## src/rtl/cdc_tx_ctrl.sv

```systemverilog
// Sender-side req/ack controller: buffers an upstream stream in a small FIFO and
// sends one word at a time over a 4-phase handshake. Define CDC_TX_TIMEOUT_EN for the phase timeout.
module cdc_tx_ctrl #(
    parameter int W       = 16,
    parameter int DEPTH   = 4,
    parameter int TIMEOUT = 1024
) (
    input  logic                     clk_l,
    input  logic                     rst_l,
    input  logic                     in_valid,
    output logic                     in_ready,
    input  logic [W-1:0]             in_data,
    output logic                     req_l,
    input  logic                     ack_l,
    output logic [W-1:0]             data_l,
    output logic                     busy,
    output logic [$clog2(DEPTH):0]   count,
    output logic                     err
);

    localparam int AW = $clog2(DEPTH);
    localparam int CW = AW + 1;

    typedef enum logic [1:0] {
        IDLE,
        REQ,
        REL
    } state_t;

    state_t         state;
    state_t         state_next;
    logic           push;
    logic           pop;
    logic           req_next;
    logic           timeout_hit;
    logic [W-1:0]   mem [DEPTH];
    logic [AW-1:0]  wr_ptr;
    logic [AW-1:0]  rd_ptr;

    if (DEPTH < 2 || (DEPTH & (DEPTH - 1)) != 0 || TIMEOUT < 1) begin : g_param_check
        $error("cdc_tx_ctrl: DEPTH must be a power of 2 >= 2 and TIMEOUT >= 1");
    end

    assign in_ready = (count != CW'(DEPTH));
    assign push     = in_valid && in_ready;
    assign busy     = (state != IDLE) || (count != '0);

    always_ff @(posedge clk_l) begin
        if (rst_l) begin
            state <= IDLE;
        end else begin
            state <= state_next;
        end
    end

    // A new handshake may only start once the receiver has dropped any previous ack.
    always_comb begin
        state_next = state;
        case (state)
            IDLE: begin
                if ((count != '0) && !ack_l) begin
                    state_next = REQ;
                end
            end
            REQ: begin
                if (ack_l) begin
                    state_next = REL;
                end else if (timeout_hit) begin
                    state_next = IDLE;
                end
            end
            REL: begin
                if (!ack_l || timeout_hit) begin
                    state_next = IDLE;
                end
            end
            default: state_next = IDLE;
        endcase
    end

    always_comb begin
        pop      = (state == IDLE) && (state_next == REQ);
        req_next = (state_next == REQ);
    end

    always_ff @(posedge clk_l) begin
        if (push) begin
            mem[wr_ptr] <= in_data;
        end
    end

    always_ff @(posedge clk_l) begin
        if (rst_l) begin
            wr_ptr <= '0;
            rd_ptr <= '0;
            count  <= '0;
        end else begin
            if (push) begin
                wr_ptr <= wr_ptr + AW'(1);
            end
            if (pop) begin
                rd_ptr <= rd_ptr + AW'(1);
            end
            case ({push, pop})
                2'b10:   count <= count + CW'(1);
                2'b01:   count <= count - CW'(1);
                default: count <= count;
            endcase
        end
    end

    // data_l only loads on the pop edge so it stays frozen for the whole crossing.
    always_ff @(posedge clk_l) begin
        if (rst_l) begin
            req_l  <= 1'b0;
            data_l <= '0;
        end else begin
            req_l <= req_next;
            if (pop) begin
                data_l <= mem[rd_ptr];
            end
        end
    end

`ifdef CDC_TX_TIMEOUT_EN
    localparam int TW = $clog2(TIMEOUT + 1);

    logic [TW-1:0] timer;

    // Exits the phase on the edge where the counter would reach TIMEOUT.
    assign timeout_hit = (state != IDLE) && (timer == TW'(TIMEOUT - 1));

    always_ff @(posedge clk_l) begin
        if (rst_l) begin
            timer <= '0;
            err   <= 1'b0;
        end else begin
            if (state_next != state) begin
                timer <= '0;
            end else if (state != IDLE) begin
                timer <= timer + TW'(1);
            end
            if (timeout_hit) begin
                err <= 1'b1;
            end
        end
    end
`else
    assign timeout_hit = 1'b0;
    assign err         = 1'b0;
`endif

endmodule

```

## config.mk

```make
export PLATFORM = sky130hd
export DESIGN_NAME = cdc_tx_ctrl
export DESIGN_NICKNAME = d
export VERILOG_FILES = /design/src/rtl/cdc_tx_ctrl.sv
export SDC_FILE = /design/constraint.sdc
export NUM_CORES = 1
export LEC_CHECK = 0
export ABC_AREA = 1
export CORE_UTILIZATION = 50
export CTS_CLUSTER_DIAMETER = 200
export DETAILED_ROUTE_END_ITERATION = 7
export PLACE_DENSITY = 0.72
export REMOVE_ABC_BUFFERS = 1
export SYNTH_ARGS = -nofsm -noshare
export SYNTH_HDL_FRONTEND = slang
export SYNTH_SLANG_ARGS = --single-unit
```

## constraint.sdc

```tcl
create_clock -name clk_l -period 2.5 [get_ports clk_l]
set_input_delay 0.5 -clock clk_l [delete_from_list [all_inputs] [get_ports clk_l]]
set_output_delay 0.5 -clock clk_l [all_outputs]
set_load 0.02 [all_outputs]
```

=== Yosys cells after proc, flatten, opt, wreduce, memory -nomap -nowiden ===
Memories as Yosys holds them, arrays and structs flattened. A register that Yosys moved wholly into a read port is not among the register bits.
Cells that the tools add are included.

* Flip-flop bits (word level): 10
* RAM bits: 64
* Input bits: 20
* Output and inout port bits: 23
* Logic and storage cells: 32
* Memories kept: 1

* Add/sub/neg operators: 4
* Eq/ne operators: 6
* Mux-type cells: 7
* Reductions and logical operators: 9

{| class="wikitable"
|+ Memory list
! memory !! depth !! bits a word !! read ports !! clocked after memory_dff !! wr ports !! RTL line !! RTL
|-
| mem || 4 || 16 || 1 || 1 || 1 || 36 || <nowiki>logic [W-1:0] mem [DEPTH];</nowiki>
|}

{| class="wikitable"
|+ Operator list
! kind !! number
|-
| 2-bit by 1-bit == test with 1-bit output, second input constant || 3
|-
| 2-bit 2-to-1 mux || 3
|-
| 2-bit case mux with 3 select lines || 1
|-
| 3-bit case mux with 2 select lines || 1
|-
| 2-bit by 1-bit adder with 2-bit output, second input constant || 2
|-
| 2-bit == test, second input constant || 2
|-
| 2-bit nonzero test || 2
|-
| 3-bit by 1-bit adder with 3-bit output, second input constant || 1
|-
| 1-bit logical AND || 3
|-
| 3-bit != test, second input constant || 1
|-
| 3-bit nonzero test || 1
|-
| 3-bit by 1-bit subtractor with 3-bit output, second input constant || 1
|-
| 2-bit zero test || 1
|-
| 1-bit 2-to-1 mux || 2
|-
| 1-bit zero test || 1
|-
| 1-bit logical OR || 1
|}

=== Logic depth before layout (Yosys ltp) ===
Gate-level depths: netlist of the first run.

* Depth after elaboration: 8
* Gate-level depth with buffers: 13
* Depth with buffers taken out: 12

=== Least setup slack after synthesis of the first run ===
Ideal clock, no wire load.

* Path kind: in2reg
* Start: input ack_l
* End: register count[2]
* Library setup time: 113 ps
* Data arrival time: 2,026 ps
* Required time: 2,387 ps
* Slack: 361 ps
* Cell stages on the path: 12
* Buffers on the path: 1
* Cell sequence: nor2_2 -> nand3_4 -> buf_6 -> inv_1 -> ha_1 -> inv_1 -> fa_1 -> or2_2 -> nand2_1 -> nand2_1 -> nand2_1 -> nor2_1

* Word-level cells in the longest chain between the ends: 8
* Elaborated cells between the ends (all ways): 12
* Classes of those cells: 3 x eq/ne; 5 x mux; 4 x reduce/logical

{| class="wikitable"
|+ RTL lines
! element !! RTL line !! RTL
|-
| from (decl) || 14 || <nowiki>input logic ack_l,</nowiki>
|-
| 1-bit zero test || -- ||
|-
| 1-bit logical AND || 61 || <nowiki>if ((count != '0) && !ack_l) begin</nowiki>
|-
| 2-bit 2-to-1 mux || 61 ||
|-
| 2-bit case mux with 3 select lines (*) || 59 || <nowiki>case (state)</nowiki>
|-
| 2-bit by 1-bit == test with 1-bit output (*) || 82 || <nowiki>pop = (state == IDLE) && (state_next == REQ);</nowiki>
|-
| 1-bit logical AND (*) || 82 ||
|-
| via pop || 33 || <nowiki>logic pop;</nowiki>
|-
| 2-bit by 1-bit == test with 1-bit output / 2-bit == test (equally long branches) || 104 || <nowiki>case ({push, pop})</nowiki>
|-
| 3-bit case mux with 2 select lines / 2-bit nonzero test (equally long branches) || -- ||
|-
| to (signal assigned) || 105 || <nowiki>2'b10: count <= count + CW'(1);</nowiki>
|-
| to (signal assigned) || 106 || <nowiki>2'b01: count <= count - CW'(1);</nowiki>
|-
| to (signal assigned) || 107 || <nowiki>default: count <= count;</nowiki>
|-
| to (decl) || 17 || <nowiki>output logic [$clog2(DEPTH):0] count,</nowiki>
|}

The timed path passes the listed nets; every way through them passes the cells marked *.
A chain may end at the register's enable or synchronous reset.

=== Worst setup path in the final report of the first run ===
Same ends and word-level chain as after synthesis.

==> metrics.txt, run 1 <==
die area=0.00809 sq mm; Setup Viol. Count Final=0; post-route ant nets=0; DP Worst Slack=0.0354 ns; Cells after Synth=414; Avg WL per Cell=12.3 um; Final Hold Viols=0; first-pass GRT wire length=11500 um; clock sinks=90; setup slack after layout=0.400 ns; Setup TNS=0 ns; Die Y=89.9 um; outcome=finished clean; Num CTS Buffers=9; HPWL after DPL=4180 um; CP required=2.76 ns; Worst-Margin Slew=0.694 ns; row count=31; max-slew violation count=0; Final Skew=0.00957 ns; Setup crit end kind=register; sequential area share after synthesis=63.2%; buffers added on ports=41; crit path DAT=2.36 ns; Root Buffer Master=clkbuf_8; Final Power=4720 uW; HP Class=reg -> reg; Initial Util=52.4%; Bufs on Longest Clock Path=2; setup repair after global routing missed its margin=false; #FFs+latches synth=90; Tot GR Track Use=18.3%; IO Pins=43; library cells used by synthesis=23; CP max FO=3; Remaining DRCs=0; reg2reg path depth=11; First-pass DRT Iterations=4; maxcap violations=0; CTS tree=yes; Post-CTS Setup Inserts=0; total gr overflow=0; number of gates resized after cts=0; initial DRC count=132; Reg clk slew, reported paths=0.09 ns; Setup crit start=ack_l; Static Leak=0.00205 uW; Worst Hold Depth=1; hold path start=state[1]; vias after detailed routing=2640; number of global-route vias before repair=2543; synthesized cell area=0.00386 sq mm; antenna cells=0; layout cells sized above 1=7.54%; Total Wirelength=6950 um; Power Density=1020 mW/mm^2; pin count of the biggest net entering global routing=36; Worst Hold Path EP=state[1]; H-tree Lvls=3; Placed Area=0.00434 sq mm; flop-to-flop setup slack=0.54 ns; min cycle time layout=2.10 ns; initial antenna violation count=0; area delta synth->final=19.7%; number of vias per cell=4.69; worst r2r src=count[0]; Avg Inst Size Synth=9.34 sq um; Ys Warns=0; Startpoint Class=primary input; Die Wd=89.9 um; RR Endpoint=count[2]; peak supply drop=0.485 mV; Post-Layout Inst Area=0.00462 sq mm; core area=0.00737 sq mm; final period utilization=84.0%; gp weighted congestion=0.709; Highest Clock Rate=0.476 GHz; max_slew headroom=53.6%; # hold bufs at CTS=0; WS Path Type=in -> reg; clk_lat worst skew=0.35 ns; nets=485
## worst max-delay path, cell delays in order
cell and delay [ns]:
clkdlybuf4s50_1 0.44, nor2_2 0.19, nand3_4 0.09, inv_1 0.06, ha_1 0.13, inv_1 0.07
fa_1 0.37, or2_2 0.30, nand2_1 0.08, nand2_1 0.05, nand2_1 0.05, nor2_1 0.04
## layout make-up
class,instances,area (sq um)
sequential,90,2440
clock buffer,9,124
clock inverter,7,165
tap,99,124
timing repair buffer,50,478
fill,594,2750
multi-input combinational,243,1040
inverter,65,246
## cell usage in the layout, fill, tap and decap left out
cell,n
nand2_2,3
fa_1,1
clkdlybuf4s50_1,41
nand3_1,17
a21oi_2,1
bufinv_16,5
clkinvlp_4,2
or2_2,1
o21ai_0,5
nand4_1,1
nand3_4,1
inv_1,63
nand2_1,153
nor2_1,47
inv_4,1
edfxtp_1,64
clkbuf_8,9
nand3b_1,1
inv_2,1
dfxtp_1,26
nor2_2,2
conb_1,1
buf_4,9
ha_1,5
a21oi_1,4
## worst max path at each step
stage	cells after the start	slack, ns	endpoint
finish	12	0.40	count[2]
global route	12	0.27	count[2]
CTS	12	0.41	count[2]
detailed placement	12	0.04	count[2]
global placement	12	0.07	count[2]
floorplan	11	0.30	count[2]
## Yosys cell counts
master | number | area (sq um)
nand2_2 | 3 | 18.8
edfxtp_1 | 64 | 1920
conb_1 | 1 | 3.75
ha_1 | 5 | 62.6
nor2_1 | 47 | 176
buf_6 | 7 | 78.8
buf_4 | 3 | 22.5
fa_1 | 1 | 20.0
nand2_1 | 153 | 574
a21oi_1 | 4 | 20.0
inv_1 | 63 | 236
or2_2 | 1 | 6.26
nand4_1 | 1 | 6.26
nand3_4 | 1 | 17.5
buf_2 | 6 | 30.0
o21ai_0 | 5 | 25.0
inv_4 | 1 | 6.26
nand3_1 | 17 | 85.1
inv_2 | 1 | 3.75
nor2_2 | 2 | 12.5
nand3b_1 | 1 | 7.51
dfxtp_1 | 26 | 521
a21oi_2 | 1 | 8.76
## stage by stage
stage	instances	hold slack (ns)	util, %
after global routing	563	0.519	62.8
final	563	0.485	62.8
after global placement	547	0.466	58.8
after detailed placement	547	0.471	58.8
after CTS	563	0.485	62.8
after floorplan	398	0.443	-
## where the power goes
part | switching, uW | internal, uW | leakage [uW] | total, uW
clock network | 503 | 865 | 0.000136 | 1370
logic | 850 | 548 | 0.00111 | 1400
registers | 125 | 1820 | 0.000801 | 1950
## routing by layer
layer,wire [um],global-route usage (%)
met3,235,3.64
met2,3520,32.1
met5,0,0
met4,99,9.01
met1,3090,21.5
## state kept, by name (all words and copies together), names as in the netlist
name	cells
count	3
data_l	16
mem	64
rd_ptr	2
req_l	1
state	2
wr_ptr	2
## cell families (layout without fill, tap and decap cells)
family	after synthesis	in the layout	synth area share [%]
simple gates	226	226	23.4
buf+inv	81	131	9.78
flops	90	90	63.2
fa+ha+maj	6	6	2.14
compound gates	10	10	1.39
other cells	1	1	0.0970
Power figures use the tool's default switching activity.
==> run 2, diff against run 1 <==
- clock period: 2.5 -> 2.1 ns (I/O delays scaled with it)
==> metrics.txt, run 2 (synthesis gave the netlist of run 1 again) <==
Final Skew=0.00910 ns (-0.000471 ns); CP most frequent cell=nand2_1; Final Power=5180 uW (+9.8%); Avg WL per Cell=12.0 um (-2.4%); fill count=613 (+3.2%); Worst path max stage delay=0.44 ns (about the same); initial DRC count=79 (-40%); hold path start=state[1]; min cycle time layout=1.99 ns; crit path DAT=2.25 ns (-0.11 ns); nets=491 (+1.2%); total gr overflow=0 (unchanged); family with the most delay on the worst path=simple AND/OR/NAND/NOR gates; Setup TNS=0 ns (unchanged); HP Class=reg -> reg; gp weighted congestion=0.726 (+2.3%); Static Leak=0.00205 uW (about the same); First-pass DRT Iterations=5 (+1); Worst Hold Depth=1 (unchanged); clk_lat worst skew=0.35 ns (about the same); Remaining DRCs=0 (unchanged); flop-to-flop setup slack=0.23 ns (-0.31 ns); Highest Clock Rate=0.503 GHz; final period utilization=94.7%; number of global-route vias before repair=2467 (-3.0%); Buf/Inv on CP=3 (unchanged); Setup crit end kind=register; Placed Area=0.00439 sq mm (+1.3%); Power Density=1130 mW/mm^2 (+11%); Setup Viol. Count Final=0 (unchanged); initial antenna violation count=0 (unchanged); maxcap violations=0 (unchanged); max-slew violation count=0 (unchanged); Startpoint Class=primary input; setup repair after global routing missed its margin=false; Initial Util=52.4% (unchanged); RR Endpoint=count[2]; clock sinks=90 (unchanged); Die Y=89.9 um (unchanged); CTS tree=yes; Biggest register=mem; buffers added on ports=41 (unchanged); row count=31 (unchanged); Tot GR Track Use=18.8% (+0.51 points); vias after detailed routing=2627 (-0.49%); Largest regs=mem x64, data_l x16, count x3; IO Pins=43 (unchanged); first-pass GRT wire length=11600 um (+1.3%); die area=0.00809 sq mm (unchanged); outcome=finished clean; CP max FO=2 (-1); Bufs on Longest Clock Path=2 (unchanged); peak supply drop=0.651 mV (+34%); H-tree Lvls=3 (unchanged); pin count of the biggest net entering global routing=36 (unchanged); Crit-path slowest cell=clkdlybuf4s50_1; most frequent cells in the layout=nand2_1, edfxtp_1, inv_1, nor2_1, clkdlybuf4s50_1; layout cells sized above 1=8.09% (+0.54 points); Reg clk slew, reported paths=0.08 ns (about the same); post-route ant nets=0 (unchanged); leading cell type in the layout, fill and taps excluded=nand2_1; Num CTS Buffers=9 (unchanged); antenna cells=0 (unchanged); critical-path cell list=clkdlybuf4s50_1 > nor2_2 > nand3_4 > inv_1 > ha_1 > inv_1 > fa_1 > or2_2 > nand2_1 > nand2_1 > nand2_1 > nor2_1; HPWL after DPL=4440 um (+6.1%); Final Hold Viols=0 (unchanged); Root Buffer Master=clkbuf_8; worst r2r src=count[0]; area delta synth->final=18.8%; core area=0.00737 sq mm (unchanged); WS Path Type=in -> reg; Worst Hold Path EP=state[1]; Total Wirelength=6850 um (-1.4%); reg2reg path depth=11 (unchanged); Post-Layout Inst Area=0.00459 sq mm (-0.73%); number of vias per cell=4.62 (-1.5%); CP required=2.36 ns (-0.40 ns); Die Wd=89.9 um (unchanged); max FFs per register=64 (unchanged)
[run 2: worst max-delay path by stage]
stage / startpoint / to / slack [ns] / cells after the start
6_report: ack_l / count[2] / 0.11 / 12
5_1_grt: ack_l / count[2] / 0.005 / 12
4_1_cts: ack_l / count[2] / 0.09 / 12
3_5_place_dp: ack_l / count[2] / -0.29 / 12
3_3_place_gp: ack_l / count[2] / -0.26 / 12
2_1_floorplan: count[2] / count[2] / -0.08 / 12
[run 2: final cells by class]
cell class | count | area, sq um | area share (%)
tap | 99 | 124 | 2.70
sequential | 90 | 2440 | 53.2
clock buffer | 13 | 159 | 3.46
inverter | 65 | 246 | 5.37
clock inverter | 3 | 38.8 | 0.845
multi-input combinational | 243 | 1040 | 22.8
timing repair buffer | 56 | 536 | 11.7
[run 2: where the power goes]
group	switching (uW)	leakage (uW)	internal, uW
clock	571	0.000101	611
combinational	1010	0.00115	674
sequential	141	0.000801	2170
[run 2: stage by stage]
| stage | utilization, % | setup slack (ns) | hold slack (ns) | std cells |
|---|---|---|---|---|
| detailed placement | 59.6 | -0.285 | 0.472 | 553 |
| CTS | 62.3 | 0.0856 | 0.484 | 569 |
| global placement | 59.6 | -0.258 | 0.464 | 553 |
| finish | 62.3 | 0.112 | 0.488 | 569 |
| floorplan | - | -0.0846 | 0.443 | 398 |
| global route | 62.3 | 0.00488 | 0.512 | 569 |
[run 2: routing by layer]
layer  vias to the layer above  GRT usage (%)  routed length [um]
met4                         0           7.66                 126
met2                        54           32.6                3390
met5                         -              0                   0
met1                      1193           22.5                3030
li1                       1370              -                   -
met3                        10           4.65                 296
[run 2: repair_timing]
item                       in CTS  in global routing
setup endpoints to repair       0                  1
hold buffers                    0                  0
buffers inserted                0                  0
resized for setup               0                  0
